==> src/rtl/mips_mc_pkg.sv <==
// Shared types and encodings for the multicycle MIPS controller.
// Opcode classification helpers live here so decode stays in one place.
package mips_mc_pkg;

  typedef enum logic [3:0] {
    START, FETCH, DECODE, MEMADR, MEMRD, MEMWB, MEMWR,
    EXECUTE, ALUWB, IEXEC, IWB, BRANCH, JUMP, ILLEGAL
  } state_t;

  localparam logic [5:0] OP_RTYPE = 6'b000000;
  localparam logic [5:0] OP_J     = 6'b000010;
  localparam logic [5:0] OP_BEQ   = 6'b000100;
  localparam logic [5:0] OP_BNE   = 6'b000101;
  localparam logic [5:0] OP_ADDI  = 6'b001000;
  localparam logic [5:0] OP_SLTI  = 6'b001010;
  localparam logic [5:0] OP_ANDI  = 6'b001100;
  localparam logic [5:0] OP_ORI   = 6'b001101;
  localparam logic [5:0] OP_LB    = 6'b100000;
  localparam logic [5:0] OP_LH    = 6'b100001;
  localparam logic [5:0] OP_LW    = 6'b100011;
  localparam logic [5:0] OP_LBU   = 6'b100100;
  localparam logic [5:0] OP_LHU   = 6'b100101;
  localparam logic [5:0] OP_SB    = 6'b101000;
  localparam logic [5:0] OP_SH    = 6'b101001;
  localparam logic [5:0] OP_SW    = 6'b101011;

  localparam logic [2:0] ALUOP_ADD   = 3'b000;
  localparam logic [2:0] ALUOP_SUB   = 3'b001;
  localparam logic [2:0] ALUOP_FUNCT = 3'b010;
  localparam logic [2:0] ALUOP_AND   = 3'b011;
  localparam logic [2:0] ALUOP_OR    = 3'b100;
  localparam logic [2:0] ALUOP_SLT   = 3'b101;

  localparam logic [1:0] SRCB_B     = 2'b00;
  localparam logic [1:0] SRCB_4     = 2'b01;
  localparam logic [1:0] SRCB_IMM   = 2'b10;
  localparam logic [1:0] SRCB_IMMSH = 2'b11;

  localparam logic [1:0] PCSRC_ALU    = 2'b00;
  localparam logic [1:0] PCSRC_ALUOUT = 2'b01;
  localparam logic [1:0] PCSRC_JUMP   = 2'b10;

  typedef struct packed {
    logic half;
    logic b;
    logic lbu;
  } bh_t;

  function automatic logic is_bh(input logic [5:0] op);
    return (op == OP_LB) || (op == OP_LBU) || (op == OP_LH) ||
           (op == OP_LHU) || (op == OP_SB) || (op == OP_SH);
  endfunction

  function automatic logic is_store(input logic [5:0] op);
    return (op == OP_SW) || (op == OP_SB) || (op == OP_SH);
  endfunction

  function automatic bh_t bh_decode(input logic [5:0] op);
    bh_t r;
    r = '0;
    case (op)
      OP_LH:   r.half = 1'b1;
      OP_LHU:  begin r.half = 1'b1; r.lbu = 1'b1; end
      OP_LB:   r.b = 1'b1;
      OP_LBU:  begin r.b = 1'b1; r.lbu = 1'b1; end
      OP_SH:   r.half = 1'b1;
      OP_SB:   r.b = 1'b1;
      default: r = '0;
    endcase
    return r;
  endfunction

  function automatic state_t decode_next(
    input logic [5:0] op,
    input logic       bh_en
  );
    logic is_mem;
    logic is_imm;
    state_t s;
    is_mem = (op == OP_LW) || (op == OP_SW) || (bh_en && is_bh(op));
    is_imm = (op == OP_ADDI) || (op == OP_ANDI) ||
             (op == OP_ORI) || (op == OP_SLTI);
    unique case (1'b1)
      is_mem:                          s = MEMADR;
      (op == OP_RTYPE):                s = EXECUTE;
      (op == OP_BEQ || op == OP_BNE):  s = BRANCH;
      is_imm:                          s = IEXEC;
      (op == OP_J):                    s = JUMP;
      default:                         s = ILLEGAL;
    endcase
    return s;
  endfunction

endpackage

==> src/rtl/aludec.sv <==
// ALU function decoder: maps aluop (and funct for R-type) to alucontrol.
module aludec
  import mips_mc_pkg::*;
#(
  parameter int FUNCT_W   = 6,
  parameter int ALUCTRL_W = 4
) (
  input  logic [FUNCT_W-1:0]   funct,
  input  logic [2:0]           aluop,
  output logic [ALUCTRL_W-1:0] alucontrol
);

  logic [3:0] w_ctrl;

  always_comb begin
    w_ctrl = 4'b0000;
    unique case (aluop)
      ALUOP_ADD: w_ctrl = 4'b0010;
      ALUOP_SUB: w_ctrl = 4'b0110;
      ALUOP_AND: w_ctrl = 4'b0000;
      ALUOP_OR:  w_ctrl = 4'b0001;
      ALUOP_SLT: w_ctrl = 4'b0111;
      ALUOP_FUNCT: begin
        case (funct)
          6'b100000: w_ctrl = 4'b0010;
          6'b100010: w_ctrl = 4'b0110;
          6'b100100: w_ctrl = 4'b0000;
          6'b100101: w_ctrl = 4'b0001;
          6'b101010: w_ctrl = 4'b0111;
          default:   w_ctrl = 4'b0000;
        endcase
      end
      default: w_ctrl = 4'b0000;
    endcase
  end

  assign alucontrol = ALUCTRL_W'(w_ctrl);

endmodule

==> src/rtl/mips_multicycle_controller.sv <==
// Moore FSM controller for the multicycle MIPS datapath with memory
// wait states, illegal-opcode trap and a retire pulse.
module mips_multicycle_controller
  import mips_mc_pkg::*;
#(
  parameter int OP_W         = 6,
  parameter int FUNCT_W      = 6,
  parameter int ALUCTRL_W    = 4,
  parameter bit BYTE_HALF_EN = 1'b1
) (
  input  logic                 clk,
  input  logic                 reset,
  input  logic [OP_W-1:0]      op,
  input  logic [FUNCT_W-1:0]   funct,
  input  logic                 zero,
  input  logic                 mem_ready,
  output logic                 mem_req,
  output logic                 iord,
  output logic                 irwrite,
  output logic                 memwrite,
  output logic                 regwrite,
  output logic                 regdst,
  output logic                 memtoreg,
  output logic                 alusrca,
  output logic [1:0]           alusrcb,
  output logic [1:0]           pcsrc,
  output logic                 pcen,
  output logic [ALUCTRL_W-1:0] alucontrol,
  output logic                 half,
  output logic                 b,
  output logic                 lbu,
  output logic                 illegal_op,
  output logic                 instr_done
);

  state_t                r_state;
  state_t                w_next;
  logic [OP_W-1:0]       r_op;
  logic [2:0]            w_aluop;
  logic                  w_pcwrite;
  logic                  w_branch;
  logic                  w_ne;
  logic                  w_memphase;
  bh_t                   w_bh;
  logic [ALUCTRL_W-1:0]  w_aluctrl;

  always_ff @(posedge clk or negedge reset) begin
    if (!reset) begin
      r_state <= START;
      r_op    <= '0;
    end else begin
      r_state <= w_next;
      if (r_state == DECODE) r_op <= op;
    end
  end

  assign w_bh = BYTE_HALF_EN ? bh_decode(r_op) : '0;

  always_comb begin
    w_next     = r_state;
    w_aluop    = ALUOP_ADD;
    w_pcwrite  = 1'b0;
    w_branch   = 1'b0;
    w_ne       = 1'b0;
    w_memphase = 1'b0;
    mem_req    = 1'b0;
    iord       = 1'b0;
    irwrite    = 1'b0;
    memwrite   = 1'b0;
    regwrite   = 1'b0;
    regdst     = 1'b0;
    memtoreg   = 1'b0;
    alusrca    = 1'b0;
    alusrcb    = SRCB_B;
    pcsrc      = PCSRC_ALU;
    half       = 1'b0;
    b          = 1'b0;
    lbu        = 1'b0;
    illegal_op = 1'b0;
    instr_done = 1'b0;
    unique case (r_state)
      START: w_next = FETCH;
      FETCH: begin
        mem_req   = 1'b1;
        alusrcb   = SRCB_4;
        irwrite   = mem_ready;
        w_pcwrite = mem_ready;
        if (mem_ready) w_next = DECODE;
      end
      DECODE: begin
        alusrcb = SRCB_IMMSH;
        w_next  = decode_next(op, BYTE_HALF_EN);
      end
      MEMADR: begin
        w_memphase = 1'b1;
        alusrca    = 1'b1;
        alusrcb    = SRCB_IMM;
        w_next     = is_store(r_op) ? MEMWR : MEMRD;
      end
      MEMRD: begin
        w_memphase = 1'b1;
        mem_req    = 1'b1;
        iord       = 1'b1;
        if (mem_ready) w_next = MEMWB;
      end
      MEMWB: begin
        w_memphase = 1'b1;
        regwrite   = 1'b1;
        memtoreg   = 1'b1;
        instr_done = 1'b1;
        w_next     = FETCH;
      end
      MEMWR: begin
        w_memphase = 1'b1;
        mem_req    = 1'b1;
        iord       = 1'b1;
        memwrite   = 1'b1;
        instr_done = mem_ready;
        if (mem_ready) w_next = FETCH;
      end
      EXECUTE: begin
        alusrca = 1'b1;
        w_aluop = ALUOP_FUNCT;
        w_next  = ALUWB;
      end
      ALUWB: begin
        regwrite   = 1'b1;
        regdst     = 1'b1;
        instr_done = 1'b1;
        w_next     = FETCH;
      end
      IEXEC: begin
        alusrca = 1'b1;
        alusrcb = SRCB_IMM;
        case (r_op)
          OP_ANDI: w_aluop = ALUOP_AND;
          OP_ORI:  w_aluop = ALUOP_OR;
          OP_SLTI: w_aluop = ALUOP_SLT;
          default: w_aluop = ALUOP_ADD;
        endcase
        w_next = IWB;
      end
      IWB: begin
        regwrite   = 1'b1;
        instr_done = 1'b1;
        w_next     = FETCH;
      end
      BRANCH: begin
        alusrca    = 1'b1;
        w_aluop    = ALUOP_SUB;
        pcsrc      = PCSRC_ALUOUT;
        w_branch   = 1'b1;
        w_ne       = (r_op == OP_BNE);
        instr_done = 1'b1;
        w_next     = FETCH;
      end
      JUMP: begin
        pcsrc      = PCSRC_JUMP;
        w_pcwrite  = 1'b1;
        instr_done = 1'b1;
        w_next     = FETCH;
      end
      ILLEGAL: begin
        illegal_op = 1'b1;
        w_next     = FETCH;
      end
      default: w_next = START;
    endcase
    // width hint bits only mean something while the access is in flight
    if (w_memphase) begin
      half = w_bh.half;
      b    = w_bh.b;
      lbu  = w_bh.lbu;
    end
  end

  aludec #(
    .FUNCT_W   (FUNCT_W),
    .ALUCTRL_W (ALUCTRL_W)
  ) u_aludec (
    .funct      (funct),
    .aluop      (w_aluop),
    .alucontrol (w_aluctrl)
  );

  assign alucontrol = (r_state == START) ? '0 : w_aluctrl;
  assign pcen = w_pcwrite | (w_branch & (zero ^ w_ne));

endmodule

==> config.mk <==
export PLATFORM = sky130hd
export DESIGN_NAME = mips_multicycle_controller
export DESIGN_NICKNAME = d
export VERILOG_FILES = /design/src/rtl/mips_mc_pkg.sv /design/src/rtl/aludec.sv /design/src/rtl/mips_multicycle_controller.sv
export SDC_FILE = /design/constraint.sdc
export NUM_CORES = 1
export LEC_CHECK = 0
export ABC_AREA = 1
export BUFFER_PORTS_ARGS = -buffer_cell sky130_fd_sc_hd__clkbuf_2
export CORE_ASPECT_RATIO = 1.25
export CORE_MARGIN = 3
export CORE_UTILIZATION = 52
export CTS_CLUSTER_DIAMETER = 100
export DETAILED_ROUTE_END_ITERATION = 10
export PLACE_DENSITY = 0.83
export SYNTH_ARGS = -nofsm -noshare
export SYNTH_HDL_FRONTEND = slang
export SYNTH_SLANG_ARGS = --single-unit
==> constraint.sdc <==
create_clock -name clk -period 3.4 [get_ports clk]
set_input_delay 0.17 -clock clk [delete_from_list [all_inputs] [get_ports clk]]
set_output_delay 0.17 -clock clk [all_outputs]
set_load 0.02 [all_outputs]
==> impl_metrics.ini <==
[synthesis]
synth.area.top_cells = dfrtp_1 25%, nand2_1 17%, nor2_1 11%
synth_area_sq_um = 990
synth-seq-cells = 10
synth_edf_count = 0
synth_nets = 185
synth_top_area_cell = dfrtp_1
syn_inst = 169
synth-seq-area-share_pct = 25.3
synth_top_area_share_pct = 25.3
syn-mean-instance-area_sq_um = 5.86
async_flop_share_pct = 100
yosysUniqueCellTypes = 29
synth_ff_type = dfrtp_1
yosys_warnings = 0

[routing]
vias = 1149
via_per_inst = 5.06
first_pass_iters = 4
final_antenna_net_count = 0
wl_per_cell_um = 10.4
drc = 0
wl_mm = 2.36
drt-initial-drc-count = 14

[layout]
nNetsFinal = 225
antennaDiodeCount = 0
fin_util_pct = 68.3
layout-drive-gt1-share_pct = 26.4
area_growth_pct = 23.4

[clock_tree]
clk_latency_ps = 260
tritoncts = yes
cts-root-buf = clkbuf_4
cts_setup_buffers = 0
cts_buffer_depth = 2
htreeDepth = 1
clock_sinks = 10
cts.clk_slew.worst_paths_ps = 70
cts_inserted_buffers = 3

[critical_path]
worst-path-max-fanout = 7
critical-path-top-delay-family = flip-flops
critPathSlowestCell = dfrtp_1
r2r-start = r_state[3]$_DFFE_PN0P_
startpoint = r_state[2]$_DFFE_PN0P_
path_cells = nor2_2 > inv_2 > nor2_4 > inv_2 > o22ai_1 > o21ai_1 > clkbuf_2
worst_path_most_repeated_cell = inv_2
worst-setup-path-type = reg2out
cp-end-kind = output port
cp_num_buf_inv = 3
start_kind = flop
crit_arrival_ps = 1660
worst_ep_required_time_ps = 3230
max_stage_delay_ps = 490

[flow_run]
max-cap-violations = 0

[pwr]
p_leak_nw = 0.692
power_density_nw_per_um2 = 814
vdd_drop_max_uv = 408

[outcome]
outcome = completed

[floorplan]
io_pins = 38
start_util_pct = 55.4
die_h_um = 54.8
rows = 17
coreArea_sq_um = 1790
die_area_sq_um = 2470
dieWidth_um = 45.0

[global_route]
grt_pass1_wl_mm = 3.88
grtUsageTotal_pct = 21.1
grt_pass1_vias = 988
overflow = 0
grt_max_degree = 14
antenna_found_initial = 0

[sta]
layout_setup_ws_ps = 1570
finalSetupTns_ps = 0
finalClockSkew_ps = 7.75
holdWs_ps = 108
finalSetupViolations = 0
clock.fmax_mhz = 545
min_period_ps = 1830
fin_crit_sh_pct = 53.9
rsz0062_at_grt = no
drv_slew = 0
hold_viol = 0

[hold_path]
hold_start = mem_ready
hold_class = in2reg

[place]
gp_congestion = 0.913
dp_hpwl_mm = 2.01
post-place-ws_ps = 1870
numPortBuffers = 36
## cell usage after synthesis (all sizes together), types with 2 or more instances
library cell / n
nand3: 6
nand2: 49
inv: 30
nand4: 3
o21ai: 17
buf: 2
nor2: 34
nor3: 4
dfrtp: 10
a21oi: 2
o22ai: 2
## routing by layer
metal / vias up / share of wire (%) / track usage, %
li1: 618 / - / -
met1: 490 / 42 / 26.1
met2: 34 / 50 / 36.6
met3: 7 / 6.0 / 1.97
met4: 0 / 2.0 / 9.27
met5: - / 0 / 0
## layout make-up
class                           count  area [sq um]
Multi-Input combinational cell    127           608
Timing Repair Buffer               37           190
Inverter                           30           113
Clock buffer                        4          36.3
Tap cell                           19          23.8
Fill cell                         173           566
Sequential cell                    10           250
## cell families (layout without fill, tap and decap cells)
kind of cell,count (synthesis),count (layout),share of synthesized area [%]
flops,10,10,25.3
compound gates,27,27,16.6
xor+xnor,1,1,0.885
other cells,1,1,0.379
buf+inv,32,71,13.3
simple gates,98,98,43.6
## cell usage in the layout, fill, tap and decap left out, drive strengths merged, types with 2 or more instances in the layout
cell / instances
nand4: 3
a21oi: 2
inv: 30
nand2: 49
nand3: 6
o22ai: 2
o21ai: 17
dfrtp: 10
nor3: 4
nor2: 34
clkbuf: 40
## path summary, 6_finish.rpt
path                                     endpoint  slack (ps)  cells past startpoint
setup / recovery                    alucontrol[2]        1570                      7
hold / removal             r_state[0]$_DFFE_PN0P_         110                      2
setup reg to reg           r_state[0]$_DFFE_PN0P_        2040                      7
hold reg to reg               r_op[2]$_DFFE_PN0P_         550                      2
max in group asynchronous     r_op[3]$_DFFE_PN0P_        2880                      2
min in group asynchronous  r_state[0]$_DFFE_PN0P_         320                      2
## sequential cells by signal, indices dropped and copies added, names as in the netlist
name     count
r_state      4
r_op         6
## metrics by stage
stage	cell area [sq um]	cells	power [W]
5_1_grt	1220	227	0.00110
3_5_place_dp	1170	222	0.000889
2_1_floorplan	990	169	0.000725
3_3_place_gp	1170	222	0.000882
6_report	1220	227	0.000994
4_1_cts	1220	227	0.000996
## report_power, final
part           leakage, nW  switching [W]  internal (W)
Combinational        0.547       0.000453      0.000204
Clock               0.0210      0.0000382     0.0000648
Sequential           0.124      0.0000564      0.000177
Total                0.692       0.000548      0.000446
## repair_timing
action | CTS | global route
endpoints found under the hold margin | 10 | 0
setup endpoints to repair | 0 | 0
resized for setup | 0 | 0
hold buffers | 1 | 0
Note: power is estimated with default switching activity, not from simulation.
